`config.mk`:
```
export PLATFORM = sky130hd
export DESIGN_NAME = fb_scan_reader
export DESIGN_NICKNAME = d
export VERILOG_FILES = /design/src/rtl/fb_scan_reader.sv
export SDC_FILE = /design/constraint.sdc
export NUM_CORES = 1
export LEC_CHECK = 0
export CAP_MARGIN = 0
export CORE_UTILIZATION = 25
export CTS_BUF_LIST = sky130_fd_sc_hd__clkbuf_4
export DETAILED_ROUTE_END_ITERATION = 10
export SYNTH_ARGS = -nofsm -noshare
export SYNTH_HDL_FRONTEND = slang
export SYNTH_SLANG_ARGS = --single-unit
```
`constraint.sdc`:
```
create_clock -name clk -period 3.95 [get_ports clk]
set_input_delay 0.79 -clock clk [delete_from_list [all_inputs] [get_ports clk]]
set_output_delay 0.79 -clock clk [all_outputs]
set_load 0.05 [all_outputs]
```
`src/rtl/fb_scan_reader.sv`:
```
// Framebuffer scan-out engine: tracks display position from the timing strobes,
// issues one read per active in-image pixel and returns a latency-aligned colour stream.
module fb_scan_reader #(
   parameter int unsigned        ADDR_W  = 18,
   parameter int unsigned        COLOR_W = 8,
   parameter int unsigned        H_SRC   = 256,
   parameter int unsigned        V_SRC   = 256,
   parameter int unsigned        RD_LAT  = 2,
   parameter logic [COLOR_W-1:0] BORDER  = '0
) (
   input  logic               clk,
   input  logic               rst,
   input  logic               vid_vs,
   input  logic               vid_de,
   input  logic [1:0]         scale_req,
   input  logic               bank_req,
   output logic [ADDR_W-1:0]  mem_addr,
   output logic               mem_rd,
   input  logic [COLOR_W-1:0] mem_q,
   output logic [COLOR_W-1:0] pix_out,
   output logic               pix_de,
   output logic               bank_active,
   output logic [15:0]        frame_cnt
);

   localparam int unsigned POS_W  = 16;
   localparam int unsigned FCNT_W = 16;
   localparam int unsigned PIPE_D = RD_LAT + 1;
   localparam logic [ADDR_W-1:0] BANK_OFF  = ADDR_W'(H_SRC * V_SRC);
   localparam logic [ADDR_W-1:0] LINE_STEP = ADDR_W'(H_SRC);

   logic [POS_W-1:0]   x_q, x_d, y_q, y_d;
   logic [ADDR_W-1:0]  line_base_q, line_base_d;
   logic [1:0]         scale_q, scale_d;
   logic               bank_q, bank_d;
   logic               armed_q, armed_d;
   logic               de_prev_q, de_prev_d;
   logic [FCNT_W-1:0]  frame_cnt_q, frame_cnt_d;
   logic [ADDR_W-1:0]  mem_addr_q, mem_addr_d;
   logic               mem_rd_q, mem_rd_d;
   logic [PIPE_D-1:0]  tag_de_q, tag_de_d, tag_img_q, tag_img_d;
   logic [COLOR_W-1:0] pix_out_q, pix_out_d;
   logic               pix_de_q, pix_de_d;

   logic [1:0]         scale_in, eff_scale;
   logic               eff_bank, eff_armed, in_img;
   logic [POS_W-1:0]   cur_x, cur_y, sx, sy, scale_mask, y_next;
   logic [ADDR_W-1:0]  cur_base, rd_addr;

   // A frame-start cycle already uses the new frame's settings at position (0,0).
   always_comb begin
      scale_in   = (scale_req == 2'd3) ? 2'd2 : scale_req;
      eff_scale  = vid_vs ? scale_in : scale_q;
      eff_bank   = vid_vs ? bank_req : bank_q;
      eff_armed  = vid_vs | armed_q;
      cur_x      = vid_vs ? '0 : x_q;
      cur_y      = vid_vs ? '0 : y_q;
      cur_base   = vid_vs ? '0 : line_base_q;
      sx         = cur_x >> eff_scale;
      sy         = cur_y >> eff_scale;
      in_img     = eff_armed & (32'(sx) < H_SRC) & (32'(sy) < V_SRC);
      rd_addr    = (eff_bank ? BANK_OFF : '0) + cur_base + ADDR_W'(sx);
      scale_mask = (POS_W'(1) << scale_q) - POS_W'(1);
      y_next     = y_q + POS_W'(1);
   end

   // Position, line base and frame bookkeeping; counters saturate so they never wrap into the image.
   always_comb begin
      x_d         = x_q;
      y_d         = y_q;
      line_base_d = line_base_q;
      scale_d     = scale_q;
      bank_d      = bank_q;
      armed_d     = armed_q;
      frame_cnt_d = frame_cnt_q;
      de_prev_d   = vid_de;
      if (vid_vs) begin
         x_d         = POS_W'(vid_de);
         y_d         = '0;
         line_base_d = '0;
         scale_d     = scale_in;
         bank_d      = bank_req;
         armed_d     = 1'b1;
         frame_cnt_d = frame_cnt_q + FCNT_W'(armed_q);
      end else if (vid_de) begin
         if (x_q != '1) x_d = x_q + POS_W'(1);
      end else if (de_prev_q) begin
         x_d = '0;
         if (y_q != '1) begin
            y_d = y_next;
            // A new source line starts once every 2^scale display lines.
            if ((y_next & scale_mask) == '0) line_base_d = line_base_q + LINE_STEP;
         end
      end
   end

   // Read issue and tag pipeline that realigns returning data with its enable.
   always_comb begin
      mem_rd_d   = vid_de & in_img;
      mem_addr_d = mem_rd_d ? rd_addr : mem_addr_q;
      tag_de_d   = {tag_de_q[PIPE_D-2:0], vid_de};
      tag_img_d  = {tag_img_q[PIPE_D-2:0], in_img};
      pix_de_d   = tag_de_q[PIPE_D-1];
      pix_out_d  = '0;
      if (tag_de_q[PIPE_D-1]) pix_out_d = tag_img_q[PIPE_D-1] ? mem_q : BORDER;
   end

   always_ff @(posedge clk or negedge rst) begin
      if (!rst) begin
         x_q         <= '0;
         y_q         <= '0;
         line_base_q <= '0;
         scale_q     <= '0;
         bank_q      <= 1'b0;
         armed_q     <= 1'b0;
         de_prev_q   <= 1'b0;
         frame_cnt_q <= '0;
         mem_addr_q  <= '0;
         mem_rd_q    <= 1'b0;
         tag_de_q    <= '0;
         tag_img_q   <= '0;
         pix_out_q   <= '0;
         pix_de_q    <= 1'b0;
      end else begin
         x_q         <= x_d;
         y_q         <= y_d;
         line_base_q <= line_base_d;
         scale_q     <= scale_d;
         bank_q      <= bank_d;
         armed_q     <= armed_d;
         de_prev_q   <= de_prev_d;
         frame_cnt_q <= frame_cnt_d;
         mem_addr_q  <= mem_addr_d;
         mem_rd_q    <= mem_rd_d;
         tag_de_q    <= tag_de_d;
         tag_img_q   <= tag_img_d;
         pix_out_q   <= pix_out_d;
         pix_de_q    <= pix_de_d;
      end
   end

   assign mem_addr    = mem_addr_q;
   assign mem_rd      = mem_rd_q;
   assign pix_out     = pix_out_q;
   assign pix_de      = pix_de_q;
   assign bank_active = bank_q;
   assign frame_cnt   = frame_cnt_q;

endmodule
```
==> metrics.txt <==
mapped cell area=6020 um2; ys async rst share=1.00; First-pass DRT Iterations=4; Multi-input gate area=3380 um2; CTS tree=yes; area leader, netlist=dfrtp_1; Max Fclk=291 MHz; relative slew slack=0.536; # IOs=60; fin area=7080 um2; HP Class=in2async; Yosys reg bits=96; first-pass GRT wire length=22,000 um; initial antenna violation count=2; clock-pin slew on the worst setup and hold paths=0.17 ns; top_reg_cell synth=dfrtp_1; largest net degree at the start of global routing=41; Leak=3.03 nW; Netlist cell types=70; Buffers on Ports=59; Congestion Overflow GR=0; cell repeated most along the worst path=o21ai_0; RSZ-0062 raised after global routing=false; top cells by count, synth=96 x dfrtp_1, 64 x nand2_1, 51 x nor2_1, 29 x o21ai_0, 29 x xnor2_1; Worst EP arrival=3.83 ns; sequential area share after synthesis=0.399; CTS buffer count=9; Synth area leaders=dfrtp_1 40%, ha_1 5.0%, xnor2_1 4.2%; Final TNS setup=0 ns; Avg Inst Size Synth=9.45 um2; Cell Pwr Density=344 nW/um2; most common cell in the synthesized netlist=dfrtp_1; Cell Area, Placed=6940 um2; worst-skew pair later-pin latency=0.48 ns; Tmin final=3.44 ns; CTS Buffer Depth=2; CTS HTree Levels=3; Crit Path Max Fanout=19; final hold violation count=0; CP max stage delay=0.71 ns; register area=2400 um2; clock sink total=96; total track usage=0.113; part of the cycle the worst path needs=0.871; vias in the first global route=4,355; Slowest-stage cell, CP=dfrtp_1; die area=24,700 um2; Yosys top cell area share=0.399; hold_buf cts=0; Area Overhead vs Synth=17.6%; crit end category=flop; WL/cell=13.1 um; post-route ant nets=0; initial core utilization=0.256; Core Region=23,500 um2; PostCTS Resize Cnt=0; final setup fails=0; worst clock skew=0.0171 ns; worst slew pin tran=0.696 ns; Die Height=157 um; Residual DRC=0; CP Class=reg2reg; Syn. warnings=0; number of flops mapped to enable cells by yosys=0; critical-path cell list=mux2i_1 > nor2_1 > a41o_1 > o21a_1 > ha_1 > a21oi_1 > o21ai_0 > a31o_2 > a2111o_1 > o21ai_0 > xnor2_1 > mux2_1; layout cells sized above 1=0.0930; maximum vdd ir drop=0.207 mV; cell count after synthesis=637; Die W=157 um; Fillers=2,486; root buffer cell=clkbuf_4; RD Place Congestion=0.807; Rows=56; final wirelength=13,400 um; status=finished clean; critical path data required time=4.34 ns; detailed placement HPWL=9760 um; CP startpoint kind=flop; Starting DRT DRC Count=253; post-CTS setup buffers=0; total number of vias=4,706; final slew viol count=0; nets=734; routed vias/inst=4.61; max_cap viols=0
## through the flow
step	cells	util	hold WS, ns	setup WS [ns]	total power [mW]
2_1_floorplan	644	-	0.331	0.517	1.68
3_3_place_gp	1002	0.295	0.334	0.178	1.92
3_5_place_dp	1002	0.295	0.343	0.178	1.93
4_1_cts	1018	0.301	0.261	0.522	2.47
5_1_grt	1020	0.301	0.275	0.303	2.57
6_report	1020	0.301	0.258	0.511	2.44
## flip-flops by register name (all words and copies together) (netlist names)
| register | flops |
|---|---|
| mem_addr | 18 |
| line_base_q | 10 |
| y_q | 16 |
| mem_rd | 1 |
| pix_out | 8 |
| scale_q | 2 |
| tag_img_q | 3 |
| frame_cnt | 16 |
| armed_q | 1 |
| x_q | 16 |
| pix_de | 1 |
| tag_de_q | 3 |
| bank_active | 1 |
## placed cells by master (no fill, tap or decap), drive strengths merged, types with 19 or more instances in the layout
cell / count
inv: 23
xnor2: 29
a21oi: 28
nor3: 28
clkdlybuf4s50: 57
mux2: 25
xor2: 19
and3: 23
o21ai: 30
nor2: 51
ha: 24
nand3: 22
nand2: 64
dfrtp: 96
## logic make-up (layout without fill, tap and decap cells)
| family | count (synthesis) | count (layout) | synth area share |
|---|---|---|---|
| other | 2 | 11 | 0.00125 |
| buffers and inverters | 53 | 108 | 0.0430 |
| muxes | 42 | 42 | 0.0875 |
| adders and majority gates | 25 | 25 | 0.0532 |
| and+or+nand+nor | 261 | 261 | 0.223 |
| DFF | 96 | 96 | 0.399 |
| AOI/OAI and AO/OA | 110 | 110 | 0.123 |
| xor gates and xnor gates | 48 | 48 | 0.0698 |
## where the power goes
group / internal (mW) / leakage (nW) / switching, mW
sequential: 1.07 / 1.26 / 0.0817
clock: 0.144 / 0.0716 / 0.389
combinational: 0.285 / 1.70 / 0.464
## critical path: cells and delay by family (launching register included)
family                     cells  cell delay, ns
muxes                          2            0.68
adders and majority gates      1            0.22
xor gates and xnor gates       1            0.09
and+or+nand+nor                1            0.08
AOI/OAI and AO/OA              7            1.58
DFF                            1            0.71
## layout make-up
class                      count  area share
tap                          319      0.0564
sequential                    96       0.339
antenna                        2    0.000707
clock inverter                 7     0.00937
inverter                      20      0.0106
timing repair buffer          72      0.0961
multi-input combinational    495       0.478
clock buffer                   9     0.00954
## layer usage
| metal | vias to the layer above | global-route usage | wire (um) |
|---|---|---|---|
| met5 | - | 0 | 0 |
| met1 | 2246 | 0.153 | 6590 |
| met4 | 0 | 0.0333 | 164 |
| met2 | 81 | 0.180 | 6040 |
| met3 | 11 | 0.0245 | 566 |
| li1 | 2368 | - | - |
## path summary, 6_finish.rpt
check,from,to,slack [ns],depth (start not counted)
setup / recovery,scale_q[0],mem_addr[15],0.51,12
hold / removal,rst,mem_addr[12],0.26,1
setup reg to reg,scale_q[0],mem_addr[15],0.51,12
hold reg to reg,tag_img_q[1],tag_img_q[2],0.38,0
max in group asynchronous,rst,bank_active,2.90,2
min in group clk,tag_img_q[1],tag_img_q[2],0.38,0
Note: power is estimated with default switching activity, not from simulation.
